[config.mk]
export PLATFORM = sky130hd
export DESIGN_NAME = prog_loader
export DESIGN_NICKNAME = d
export VERILOG_FILES = /design/src/rtl/prog_loader.sv
export SDC_FILE = /design/constraint.sdc
export NUM_CORES = 1
export LEC_CHECK = 0
export CORE_AREA = 10 10 115 117
export CTS_CLUSTER_DIAMETER = 30
export DETAILED_ROUTE_END_ITERATION = 8
export DIE_AREA = 0 0 125 127
export PLACE_DENSITY_LB_ADDON = 0.2
export SYNTH_ARGS = -nofsm -noshare
export SYNTH_HDL_FRONTEND = slang
export SYNTH_SLANG_ARGS = --single-unit
export TNS_END_PERCENT = 20
[constraint.sdc]
create_clock -name clk -period 2.7 [get_ports clk]
set_input_delay 0.27 -clock clk [delete_from_list [all_inputs] [get_ports clk]]
set_output_delay 0.27 -clock clk [all_outputs]
set_load 0.01 [all_outputs]
[src/rtl/prog_loader.sv]
// prog_loader: receives a little-endian byte stream (length, base, then
// instruction byte pairs) and writes 9-bit instructions into instruction
// memory. After the last write it pulses start/start_addr so the program
// counter begins at the loaded base address. A malformed stream sets a
// sticky error flag, which only the next load clears.
module prog_loader #(
    parameter  int ROM_SIZE    = 512,
    parameter  int INSTR_WIDTH = 9,
    parameter  int BYTE_WIDTH  = 8,
    localparam int AW          = $clog2(ROM_SIZE) + 1
) (
    input  logic                   clk,
    input  logic                   rst_n,
    input  logic                   load,
    input  logic [BYTE_WIDTH-1:0]  s_data,
    input  logic                   s_valid,
    output logic                   s_ready,
    output logic                   wr_en,
    output logic [AW-1:0]          wr_addr,
    output logic [INSTR_WIDTH-1:0] wr_data,
    output logic                   start,
    output logic [AW-1:0]          start_addr,
    output logic                   busy,
    output logic                   error
);

    // Length and base header fields are each two stream bytes wide.
    localparam int LW = 2 * BYTE_WIDTH;

    typedef enum logic [3:0] {
        IDLE, LEN_LO, LEN_HI, BASE_LO, BASE_HI, DATA_LO, DATA_HI, LAUNCH, ERROR
    } state_t;

    state_t                 r_state;
    state_t                 w_state_next;
    logic [LW-1:0]          r_len;
    logic [LW-1:0]          r_base;
    logic [BYTE_WIDTH-1:0]  r_lo;
    logic [AW-1:0]          r_addr;
    logic [LW-1:0]          r_remaining;
    logic                   r_wr_en;
    logic [AW-1:0]          r_wr_addr;
    logic [INSTR_WIDTH-1:0] r_wr_data;

    logic                   w_accept;
    logic                   w_wr_fire;
    logic [LW-1:0]          w_base;
    logic [LW:0]            w_end;
    logic                   w_range_bad;
    logic                   w_hi_bad;

    assign w_accept    = s_valid && s_ready;
    // Full base as it will look once the current (BASE_HI) byte is taken.
    assign w_base      = {s_data, r_base[BYTE_WIDTH-1:0]};
    // One extra bit so B+N can never wrap before the range compare.
    assign w_end       = {1'b0, w_base} + {1'b0, r_len};
    assign w_range_bad = w_end > (LW + 1)'(ROM_SIZE);
    // Only bit 0 of the high byte carries instruction data.
    assign w_hi_bad    = s_data[BYTE_WIDTH-1:1] != '0;

    assign wr_en   = r_wr_en;
    assign wr_addr = r_wr_addr;
    assign wr_data = r_wr_data;

    // State register.
    always_ff @(posedge clk or negedge rst_n) begin
        // NOTE: clocked state uses non-blocking assignments so every flop
        // samples pre-edge values regardless of block evaluation order.
        if (!rst_n) begin
            r_state <= IDLE;
        end else begin
            r_state <= w_state_next;
        end
    end

    // Next-state decode plus the state-derived handshake and status outputs.
    always_comb begin
        // NOTE: every signal written here gets a default first, so no path
        // through the case can leave one unassigned and infer a latch.
        w_state_next = r_state;
        w_wr_fire    = 1'b0;
        s_ready      = 1'b0;
        busy         = 1'b0;
        error        = 1'b0;
        start        = 1'b0;
        start_addr   = '0;
        case (r_state)
            IDLE: begin
                if (load) w_state_next = LEN_LO;
            end
            LEN_LO: begin
                s_ready = 1'b1;
                busy    = 1'b1;
                if (s_valid) w_state_next = LEN_HI;
            end
            LEN_HI: begin
                s_ready = 1'b1;
                busy    = 1'b1;
                if (s_valid) w_state_next = BASE_LO;
            end
            BASE_LO: begin
                s_ready = 1'b1;
                busy    = 1'b1;
                if (s_valid) w_state_next = BASE_HI;
            end
            BASE_HI: begin
                s_ready = 1'b1;
                busy    = 1'b1;
                if (s_valid) begin
                    if (w_range_bad)     w_state_next = ERROR;
                    else if (r_len == '0) w_state_next = LAUNCH;
                    else                 w_state_next = DATA_LO;
                end
            end
            DATA_LO: begin
                s_ready = 1'b1;
                busy    = 1'b1;
                if (s_valid) w_state_next = DATA_HI;
            end
            DATA_HI: begin
                s_ready = 1'b1;
                busy    = 1'b1;
                if (s_valid) begin
                    if (w_hi_bad) begin
                        w_state_next = ERROR;
                    end else begin
                        w_wr_fire    = 1'b1;
                        w_state_next = (r_remaining == LW'(1)) ? LAUNCH : DATA_LO;
                    end
                end
            end
            LAUNCH: begin
                busy = 1'b1;
                // Hold off one cycle while the final write strobe is out, so
                // start never overlaps wr_en.
                if (!r_wr_en) begin
                    start        = 1'b1;
                    start_addr   = r_base[AW-1:0];
                    w_state_next = IDLE;
                end
            end
            ERROR: begin
                error = 1'b1;
                if (load) w_state_next = LEN_LO;
            end
            default: w_state_next = IDLE;
        endcase
    end

    // Header capture, pair assembly and the registered memory write port.
    always_ff @(posedge clk or negedge rst_n) begin
        if (!rst_n) begin
            r_len       <= '0;
            r_base      <= '0;
            r_lo        <= '0;
            r_addr      <= '0;
            r_remaining <= '0;
            r_wr_en     <= 1'b0;
            r_wr_addr   <= '0;
            r_wr_data   <= '0;
        end else begin
            r_wr_en <= w_wr_fire;
            if (w_accept) begin
                case (r_state)
                    LEN_LO:  r_len[BYTE_WIDTH-1:0]   <= s_data;
                    LEN_HI:  r_len[LW-1:BYTE_WIDTH]  <= s_data;
                    BASE_LO: r_base[BYTE_WIDTH-1:0]  <= s_data;
                    BASE_HI: begin
                        r_base[LW-1:BYTE_WIDTH] <= s_data;
                        r_addr                  <= w_base[AW-1:0];
                        r_remaining             <= r_len;
                    end
                    DATA_LO: r_lo <= s_data;
                    default: ;
                endcase
            end
            // Address and data hold their last values between strobes.
            if (w_wr_fire) begin
                r_wr_addr   <= r_addr;
                r_wr_data   <= {s_data[0], r_lo};
                r_addr      <= r_addr + AW'(1);
                r_remaining <= r_remaining - LW'(1);
            end
        end
    end

endmodule

# After elaboration in Yosys (flattened, before gate mapping)
# Cells that the tools add are included.
[totals] reg_bits=84 input_bits=12 elab_cells=77
[op_classes] n_addsub=3 magnitude_cmp=1 n_eq_ne=17 n_mux=29 reduce_logical=16
[op_table] operator="10-bit two-way mux" count=5
[op_table] operator="16-bit two-way mux" count=3
[op_table] operator="4-bit two-way mux" count=10
[op_table] operator="4-bit case mux with 8 select lines" count=1
[op_table] operator="16-bit by 16-bit adder with 17-bit output" count=1
[op_table] operator="17-bit by 10-bit > comparator with 1-bit output (second input constant)" count=1
[op_table] operator="16-bit by 1-bit == test with 1-bit output (second input constant)" count=1
[op_table] operator="4-bit by 3-bit == test with 1-bit output (second input constant)" count=4
[op_table] operator="16-bit logical NOT" count=1
[op_table] operator="16-bit by 1-bit subtractor with 16-bit output (second input constant)" count=1
[op_table] operator="2-bit inequality test (second input constant)" count=7
[op_table] operator="2-bit AND reduction" count=6
[op_table] operator="10-bit by 1-bit adder with 10-bit output (second input constant)" count=1
[op_table] operator="4-bit by 2-bit == test with 1-bit output (second input constant)" count=2
[op_table] operator="1-bit two-way mux" count=8
[op_table] operator="8-bit AND reduction" count=1
[op_table] operator="7-bit nonzero test" count=1
[op_table] operator="7-bit OR reduction" count=1
[op_table] operator="6-bit OR reduction" count=1
[op_table] operator="4-bit by 1-bit == test with 1-bit output (second input constant)" count=1
[op_table] operator="4-bit == test (second input constant)" count=1
[op_table] operator="4-bit logical NOT" count=1
[op_table] operator="2-bit two-way mux" count=2
[op_table] operator="2-bit nonzero test" count=2
[op_table] operator="other kinds (3)" count=3

# Logic depth before layout (Yosys ltp)
# Gate-level depths: netlist (run 1).
[logic_depth] ltp_word=6 mapped_depth=9 mapped_depth_nobuf=9

# Worst setup path after synthesis (run 1)
# No wires, ideal clock.
[synth_timing] path_kind="register -> register" startpoint="register r_len[0]" endpoint="register r_state[3]" setup_time_ns=0.120 t_arrival_ns=2.388 required_time_ns=2.580 slack_ns=0.192 stages_incl_launch_ff=9 period_less_slack_ns=2.508 cell_sequence="dfrtp_1 ha_1 fa_1 a21oi_1 o221ai_1 o31a_1 o41ai_1 nand4_1 a41o_1"
[synth_between] elab_chain_cells=5
[synth_rtl] element="from (decl)" line="36" text="logic [LW-1:0] r_len;"
[synth_rtl] element="from (signal, indexed assignment)" line="165" text="LEN_LO: r_len[BYTE_WIDTH-1:0] <= s_data;"
[synth_rtl] element="from (signal, indexed assignment)" line="166" text="LEN_HI: r_len[LW-1:BYTE_WIDTH] <= s_data;"
[synth_rtl] element="16-bit by 16-bit adder with 17-bit output" line="56" text="assign w_end = {1'b0, w_base} + {1'b0, r_len};"
[synth_rtl] element="17-bit by 10-bit > comparator with 1-bit output" line="57" text="assign w_range_bad = w_end > (LW + 1)'(ROM_SIZE);"
[synth_rtl] element="4-bit two-way mux" line="110" text="if (w_range_bad) w_state_next = ERROR;"
[synth_rtl] element="4-bit two-way mux" line="109" text="if (s_valid) begin"
[synth_rtl] element="4-bit case mux with 8 select lines" line="87" text="case (r_state)"
[synth_rtl] element="to (signal assigned)" line="72" text="r_state <= w_state_next;"
[synth_rtl] element="to (decl)" line="34" text="state_t r_state;"
# No other way between the ends. The select of a mux whose other input is x is not followed.
# A chain may end at the register's enable or synchronous reset.

# Worst setup path after layout (run 1)
# Same ends and word-level chain as after synthesis.

==> flow_summary.json, run 1 <==
{
  "layout-drive-gt1-share_pct": 21.9,
  "holdBufCountCts": 0,
  "netlist-cell-type-count": 63,
  "drt_first_pass_iters": 5,
  "worst-path-buf-inv": 1,
  "clock_sinks": 84,
  "power_mw": 7.09,
  "gp_congestion": 0.940,
  "htree_levels": 3,
  "power.leakage_nw": 2.78,
  "ys_seq_elements": 84,
  "post_drt_wl_per_cell_um": 18.6,
  "synth_common_cells": "nand2_1 (91), dfrtp_1 (84), mux2_2 (34)",
  "die-width_um": 125,
  "seq_power_share_pct": 31.5,
  "p_int_mw": 4.17,
  "hp-class": "in -> async",
  "row_count": 39,
  "syn_inst": 515,
  "grt_pass1_vias": 4280,
  "clock_latency_ns": 0.35,
  "async_flop_share_pct": 100,
  "via_count": 4446,
  "worst_hold_slack_ns": 0.114,
  "antenna_found_initial": 0,
  "die_area_um2": 15900,
  "grt_max_degree": 85,
  "numCtsBuffers": 9,
  "nets": 648,
  "crit_required_ns": 2.93,
  "start_util_pct": 43.6,
  "area_growth_syn_to_layout_pct": 27.8,
  "vdd_drop_max_mv": 0.488,
  "synth-warning-count": 0,
  "syn_area_um2": 4860,
  "outcome": "finished, final reports clean",
  "max_stage_delay_ns": 0.39,
  "avgSynthCellArea_um2": 9.43,
  "switching_share_pct": 41.3,
  "p_sw_mw": 2.93,
  "cts_root_buffer": "clkbuf_16",
  "synth_top_area_share_pct": 43.3,
  "fin_area_um2": 6210,
  "worst_pin_slew_ns": 1.07,
  "pwr-share-clk_pct": 16.8,
  "cp_data_arrival_time_ns": 2.81,
  "slowest_stage": "dfrtp_1",
  "placedInstanceArea_um2": 5870,
  "power_density_nw_per_um2": 1140,
  "placement.io_buffers": 45,
  "path_delay_family": "compound AO/OA/AOI/OAI gates",
  "synth_fp_nets": 547,
  "endpoint_kind": "flip-flop",
  "postRouteAntennaNets": 0,
  "clk_pin_slew_worst_paths_ns": 0.06,
  "gr-total-overflow": 0,
  "dp_slack_ns": -0.0996,
  "worst-path-max-fanout": 3,
  "synth-edff-count": 0,
  "routed_via_density": 5.82,
  "setup_ws_ns": 0.126,
  "synth_most_common_cell": "nand2_1",
  "grt_pass1_wl_mm": 22.9,
  "slew_viol_final": 0,
  "synth.largest_area_cell": "dfrtp_1",
  "wirelength_mm": 14.2,
  "place_hpwl_mm": 10.6,
  "yosysSeqAreaShare_pct": 43.3,
  "finalCritPeriodShare_pct": 95.3,
  "drc": 0,
  "core_um2": 11100,
  "startpoint_type": "flip-flop",
  "die_y_um": 127,
  "synthFlopType": "dfrtp_1",
  "grt_use_total_pct": 17.6,
  "max_freq_mhz": 389,
  "diodes": 0,
  "final_hold_viol_count": 0,
  "final.min_clock_period_ns": 2.57,
  "combPwrFrac_pct": 51.7,
  "drt_iter0_drc": 490,
  "cts_tree": "built",
  "max_cap_violations": 0,
  "synth_area_leaders": "dfrtp_1 (43%), mux2_2 (7.9%), nand2_1 (7.0%), ha_1 (4.9%), a21oi_1 (3.3%)",
  "setup_viol": 0,
  "n_fill_cell": 1037,
  "relSlewSlack_pct": 28.9,
  "skew_ns": 0.00683,
  "worstPathCellList": "ha_1, fa_2, a21oi_2, o221ai_2, o31a_1, o41ai_2, buf_4, nand4_1, a41o_1",
  "clockBufferDepth": 2,
  "ioPinCount": 46,
  "critPathKind": "reg -> reg"
}
[power groups by stage]
stage               clock network (mW)  logic, mW  registers [mW]
floorplan                            0       2.26            2.10
CTS                               1.21       3.50            2.22
global route                      1.26       4.03            2.29
global placement                     0       3.39            2.22
finish                            1.19       3.67            2.23
detailed placement                   0       3.46            2.24
[layout make-up]
cell class | count | area, um^2 | share of cell area (%)
Timing Repair Buffer | 108 | 921 | 14.8
Tap cell | 143 | 179 | 2.88
Inverter | 13 | 48.8 | 0.786
Clock buffer | 9 | 225 | 3.63
Multi-Input combinational cell | 400 | 2670 | 43.1
Clock inverter | 7 | 57.6 | 0.927
Sequential cell | 84 | 2100 | 33.9
[cells in the final DEF (no fill, tap or decap), types with 6 or more instances in the layout]
cell	Yosys	layout
nor2_1	28	28
o211ai_1	8	8
inv_1	13	13
nand4_1	7	7
and3_1	15	15
nor3_1	14	14
mux2_2	34	34
o21ai_0	24	22
o21a_1	6	6
o22ai_1	6	6
dfrtp_1	84	84
and2_1	11	11
ha_1	19	18
a21oi_1	32	30
a21o_1	8	8
nor4_1	8	7
nand2_1	91	91
clkdlybuf4s50_1	0	44
a211oi_1	8	7
clkbuf_16	0	9
nand3_1	14	14
buf_4	0	64
[per-layer routing]
metal	vias to the layer above	share of wire [%]	wire, um	GRT usage, %
li1	2092	-	-	-
met1	2170	44	6340	23.2
met2	157	47	6690	28.2
met3	27	6.7	954	3.85
met4	0	1.8	259	5.89
met5	-	0	0	0
[cell families (layout without fill, tap and decap cells)]
group | count (synthesis) | after routing | share of synthesized area [%]
XOR/XNOR | 6 | 6 | 1.08
buffers and inverters | 31 | 137 | 2.45
multiplexers | 35 | 35 | 8.09
AND/OR/NAND/NOR | 217 | 217 | 23.3
AO/OA/AOI/OAI | 122 | 122 | 16.5
flip-flops | 84 | 84 | 43.3
adder cells (fa/ha/maj) | 20 | 20 | 5.31
[sequential cells by signal, indices dropped and copies added (netlist names)]
name and count:
r_addr 10, wr_addr 10, r_lo 8, wr_en 1, r_base 10, r_state 4, r_remaining 16, wr_data 9
r_len 16
[through the flow]
step / TNS [ns] / instances / util [%]
4_1_cts: 0 / 762 / 55.4
5_1_grt: -0.0176 / 764 / 55.8
2_1_floorplan: 0 / 515 / -
6_report: 0 / 764 / 55.8
3_5_place_dp: -0.307 / 746 / 52.8
3_3_place_gp: -0.0260 / 746 / 52.8
[timing repair]
| item | CTS | global route |
|---|---|---|
| setup buffers | 0 | 2 |
| resized for setup | 3 | 7 |
| hold endpoints to repair | 0 | 0 |
| endpoints found under the setup margin | 3 | 4 |
| pin swaps | 0 | 2 |
[final timing paths]
kind	slack (ns)	end	depth (start not counted)	from
max	0.13	r_state[3]$_DFFE_PN0P_	9	r_len[0]$_DFFE_PN0P_
min in group clk	0.46	wr_addr[5]$_DFFE_PN0P_	2	wr_addr[5]$_DFFE_PN0P_
max reg2reg	0.13	r_state[3]$_DFFE_PN0P_	9	r_len[0]$_DFFE_PN0P_
min reg2reg	0.46	wr_addr[5]$_DFFE_PN0P_	2	wr_addr[5]$_DFFE_PN0P_
max in group asynchronous	1.91	r_len[12]$_DFFE_PN0P_	1	rst_n
min	0.11	wr_addr[2]$_DFFE_PN0P_	1	rst_n
Note: power is estimated with default switching activity, not from simulation.
==> run 2: changes to the inputs <==
--- a/config.mk
+++ b/config.mk
@@ -5,10 +5,10 @@
 export SDC_FILE = /design/constraint.sdc
 export NUM_CORES = 1
 export LEC_CHECK = 0
-export CORE_AREA = 10 10 115 117
+export CORE_AREA = 2 2 107 109
 export CTS_CLUSTER_DIAMETER = 30
 export DETAILED_ROUTE_END_ITERATION = 8
-export DIE_AREA = 0 0 125 127
+export DIE_AREA = 0 0 109 111
 export PLACE_DENSITY_LB_ADDON = 0.2
 export SYNTH_ARGS = -nofsm -noshare
 export SYNTH_HDL_FRONTEND = slang
==> flow_summary.json, run 2 (synthesis gave the netlist of run 1 again) <==
{
  "outcome": "finished, final reports clean",
  "gp_congestion": 0.908,
  "slowest_stage": "clkdlybuf4s50_1",
  "slew_viol_final": 0,
  "final_cell_mix": "nand2_1 (91), dfrtp_1 (83), buf_4 (53), clkdlybuf4s50_1 (44), mux2_2 (34)",
  "worst-path-max-fanout": 12,
  "final_util_pct": 56.2,
  "wirelength_mm": 13.6,
  "final.min_clock_period_ns": 2.52,
  "final_hold_viol_count": 0,
  "postRouteAntennaNets": 0,
  "numCtsBuffers": 9,
  "placement.io_buffers": 45,
  "skew_ns": 0.00787,
  "cts_tree": "built",
  "relSlewSlack_pct": 59.6,
  "ioPinCount": 46,
  "clockBufferDepth": 2,
  "finalSetupTns_ns": 0,
  "die_y_um": 111,
  "startpoint_type": "flip-flop",
  "die_area_um2": 12100,
  "critPathKind": "reg -> out",
  "grt_pass1_wl_mm": 22.2,
  "power_density_nw_per_um2": 1130,
  "drt_iter0_drc": 299,
  "nets": 639,
  "placedInstanceArea_um2": 5820,
  "clock_sinks": 84,
  "max_stage_delay_ns": 0.53,
  "max_freq_mhz": 396,
  "start_util_pct": 43.8,
  "cp_data_arrival_time_ns": 2.25,
  "grt_use_total_pct": 23.8,
  "die-width_um": 109,
  "gr-total-overflow": 0,
  "vdd_drop_max_mv": 0.448,
  "largestRegisters": "r_len (16), r_remaining (16)",
  "post_drt_wl_per_cell_um": 18.0,
  "setup_viol": 0,
  "crit_required_ns": 2.43,
  "core_um2": 11100,
  "path_delay_family": "buffers and inverters",
  "fin_area_um2": 6230,
  "grt_max_degree": 42,
  "worst_pin_slew_ns": 0.600,
  "n_fill_cell": 1015,
  "power_mw": 7.06,
  "routed_via_density": 5.66,
  "clock_latency_ns": 0.34,
  "finalCritPeriodShare_pct": 93.4,
  "grt_pass1_vias": 4295,
  "diodes": 0,
  "grt_setup_unrepaired": "false",
  "area_growth_syn_to_layout_pct": 28.3,
  "worst-path-buf-inv": 2,
  "layout-drive-gt1-share_pct": 21.1,
  "drt_first_pass_iters": 5,
  "clk_pin_slew_worst_paths_ns": 0.06,
  "max_cap_violations": 0,
  "place_hpwl_mm": 10.2,
  "worstPathCellList": "nand2b_2, nor3_1, buf_4, and2_1, clkdlybuf4s50_1",
  "hp-class": "in -> async",
  "cts_root_buffer": "clkbuf_16",
  "row_count": 39,
  "mostFrequentLayoutCell": "nand2_1",
  "htree_levels": 3,
  "power.leakage_nw": 2.76,
  "antenna_found_initial": 0,
  "via_count": 4271,
  "endpoint_kind": "primary output",
  "drc": 0
}
==> run 2: metrics by stage <==
stage	hold WS, ns	cells	worst slack [ns]
after global placement	0.301	737	-0.0268
final	0.460	755	0.178
after detailed placement	0.296	737	-0.0587
after global routing	0.486	755	0.00690
after floorplan	-0.0256	515	0.192
after CTS	0.471	754	0.0274
==> run 2: final cells by class <==
type | instances | area [um^2] | area share [%]
clock buffers | 10 | 239 | 3.84
clock inverters | 6 | 71.3 | 1.14
inverters | 13 | 48.8 | 0.783
multi-input cells | 400 | 2720 | 43.7
flip-flops and latches | 84 | 2100 | 33.8
well taps | 143 | 179 | 2.87
repair buffers | 99 | 868 | 13.9
==> run 2: final timing paths <==
kind                                     endpoint  slack, ns                    from  cells after the start
setup / recovery                    start_addr[6]       0.18  r_state[3]$_DFFE_PN0P_                      5
hold / removal             wr_addr[0]$_DFFE_PN0P_       0.46                   rst_n                      2
setup reg to reg           r_state[3]$_DFFE_PN0P_       0.20    r_len[3]$_DFFE_PN0P_                      8
hold reg to reg            wr_data[1]$_DFFE_PN0P_       0.46  wr_data[1]$_DFFE_PN0P_                      2
max in group asynchronous   r_base[9]$_DFFE_PN0P_       1.58                   rst_n                      3
min in group clk           wr_data[1]$_DFFE_PN0P_       0.46  wr_data[1]$_DFFE_PN0P_                      2
==> run 2: worst register-to-register path, delay by kind of cell, from the launching register on <==
kind | cells | cell delay, ns
AOI/OAI and AO/OA | 3 | 0.77
adders and majority gates | 1 | 0.32
DFF | 1 | 0.45
and+or+nand+nor | 4 | 0.84
==> run 2: timing repair <==
| action | in CTS | in global routing |
|---|---|---|
| resized for setup | 1 | 16 |
| setup endpoints to repair | 2 | 9 |
| hold buffers | 1 | 0 |
| buffers inserted | 0 | 1 |
| hold endpoints to repair | 39 | 0 |
| pin swaps | 0 | 7 |
==> run 2: per-layer routing <==
metal | track usage, % | vias to the layer above | wire length, um
li1 | - | 2078 | -
met1 | 33.0 | 2019 | 6340
met2 | 36.8 | 139 | 6240
met3 | 3.76 | 35 | 583
met4 | 9.74 | 0 | 426
met5 | 0 | - | 0
==> run 2: where the power goes <==
group	total, mW	switching [mW]	internal (mW)	leakage (nW)
sequential	2.34	0.597	1.74	1.06
combinational	3.44	1.73	1.71	1.54
clock	1.28	0.530	0.752	0.151
total	7.06	2.86	4.20	2.76
==> RTL change, RTL diff (flow settings as in run 2) <==
Put a register stage on the output `error`. The value now appears one clock later. The other outputs are not delayed to match.
--- a/src/rtl/prog_loader.sv
+++ b/src/rtl/prog_loader.sv
@@ -30,6 +30,8 @@
     typedef enum logic [3:0] {
         IDLE, LEN_LO, LEN_HI, BASE_LO, BASE_HI, DATA_LO, DATA_HI, LAUNCH, ERROR
     } state_t;
+
+    logic error_d;
 
     state_t                 r_state;
     state_t                 w_state_next;
@@ -81,7 +83,7 @@
         w_wr_fire    = 1'b0;
         s_ready      = 1'b0;
         busy         = 1'b0;
-        error        = 1'b0;
+        error_d      = 1'b0;
         start        = 1'b0;
         start_addr   = '0;
         case (r_state)
@@ -140,7 +142,7 @@
                 end
             end
             ERROR: begin
-                error = 1'b1;
+                error_d = 1'b1;
                 if (load) w_state_next = LEN_LO;
             end
             default: w_state_next = IDLE;
@@ -184,5 +186,9 @@
         end
     end
 
+    always_ff @(posedge clk) begin
+        error <= error_d;
+    end
+
 endmodule
 
Check against the original RTL: not equivalent (a bounded check fails within 10 cycles, from zero or initial values and one cycle with rst_n low).
==> RTL change against run 2 <==
- synthesized cell count is 0.19% higher
- via count is 3.5% higher
- area after synthesis is 0.41% higher
- count of clock-buffer cells in the layout is 1 lower
- setup slack worse by 54 ps
- critical path depth is 5 higher
- sequential cell count is 1 higher
- cell area is 0.42% higher
- combinational power is 6.1% higher
- routed wire length is 3.2% higher
- power is 2.9% higher
- largest cell class unchanged
- largest power group unchanged
==> RTL change: results (changes against run 2) <==
| Metric | Value |
|---|---|
| Initial DRC Count | 388 (+30%) |
| Final HPWL DP | 10300 um (+0.80%) |
| FF+latch count, synth | 85 (+1.2%) |
| Post-synthesis mux area share | 0.0806 (-0.000332) |
| Nets | 644 (+0.78%) |
| Worst VDD drop | 488 uV (+8.9%) |
| Share of layout cells above drive strength 1 | 0.217 (+0.00640) |
| Drt first pass iters | 6 (+1) |
| Crit-path slowest cell | fa_2 |
| NonClk Buf Share | 0.144 (+0.00421) |
| P_leak | 2.79 nW (+0.98%) |
| Clk tree area frac | 0.0492 (-0.000609) |
| CP max stage delay | 410 ps (-120 ps) |
| First-pass GRT wire length | 22600 um (+1.9%) |
| Post-Syn Nets | 548 (+0.18%) |
| CP endpoint | r_state[3]$_DFFE_PN0P_ |
| Sequential area share after synthesis | 0.435 (+0.00233) |
| Yosys cell types | 64 (+1.6%) |
| WL final | 14000 um (+3.2%) |
| CP arrival | 2810 ps (+560 ps) |
| Vias in the first global route | 4267 (-0.65%) |
| Fraction of area in multi-input gates | 0.431 (-0.00523) |
| Status | complete, no violations |
| Vias | 4419 (+3.5%) |
| Routed len/inst | 18.5 um (+2.5%) |
| Largest net degree at the start of global routing | 85 (+100%) |
| FF-to-FF setup slack | 120 ps (-80 ps) |
| GPL Wtd Cong | 0.927 (+2.0%) |
| Fillcell total | 998 (-1.7%) |
| Placed inst area | 0.00586 mm^2 (+0.73%) |
| Worst-path fanout max | 3 (-9) |
| Synth Area in Adders | 0.0529 (-0.000218) |
| Post-Place Setup Slack | -165 ps (-107 ps) |
| Post-Syn Instances | 516 (+0.19%) |
| R2R cell count | 10 (+2) |
| Xor-xnor portion of the synthesized cell area | 0.0108 (-0.0000444) |
| Critical Path Source | r_len[0]$_DFFE_PN0P_ |
| Type of the worst min-delay path | flip-flop to flip-flop |
| Area grow syn2layout | 28.3% (about the same) |
| CP delay by family, top | compound AO/OA/AOI/OAI gates |
| Total track usage | 0.242 (+0.00381) |
[RTL change: cell types whose count changed after synthesis]
cell / before / now
dfxtp_1: 0 / 1
[RTL change: per-layer routing]
metal	GRT usage	up-vias	part of all wire
met5	0	-	0
met4	0.0658	0	0.013
met3	0.0329	20	0.046
met2	0.395	133	0.49
met1	0.334	2173	0.45
li1	-	2093	-
[RTL change: worst min-delay path by stage]
stage / to / slack [ps] / startpoint
after floorplan: r_addr[0]$_DFFE_PN0P_ / -30 / rst_n
final: wr_data[1]$_DFFE_PN0P_ / 470 / wr_data[1]$_DFFE_PN0P_
after global routing: wr_data[7]$_DFFE_PN0P_ / 500 / wr_data[7]$_DFFE_PN0P_
after CTS: wr_data[2]$_DFFE_PN0P_ / 470 / wr_data[2]$_DFFE_PN0P_
after detailed placement: wr_addr[1]$_DFFE_PN0P_ / 340 / rst_n
after global placement: wr_addr[1]$_DFFE_PN0P_ / 340 / rst_n
[RTL change: power by group]
| group | switching [mW] | internal, mW |
|---|---|---|
| registers | 0.573 | 1.76 |
| logic | 1.86 | 1.79 |
| clock network | 0.551 | 0.734 |
[RTL change: kinds of logic (layout without fill, tap and decap cells)]
| family | after synthesis | count (layout) |
|---|---|---|
| AOI/OAI and AO/OA | 122 | 122 |
| adders and majority gates | 20 | 20 |
| xor gates and xnor gates | 6 | 6 |
| and+or+nand+nor | 217 | 217 |
| muxes | 35 | 35 |
| DFF | 85 | 85 |
| buffers and inverters | 31 | 132 |
[RTL change: timing repair]
item	CTS	global route
setup buffers	0	2
pin swaps	0	5
resized for setup	2	14
endpoints found under the setup margin	1	5
endpoints found under the hold margin	70	0
hold buffers	1	0
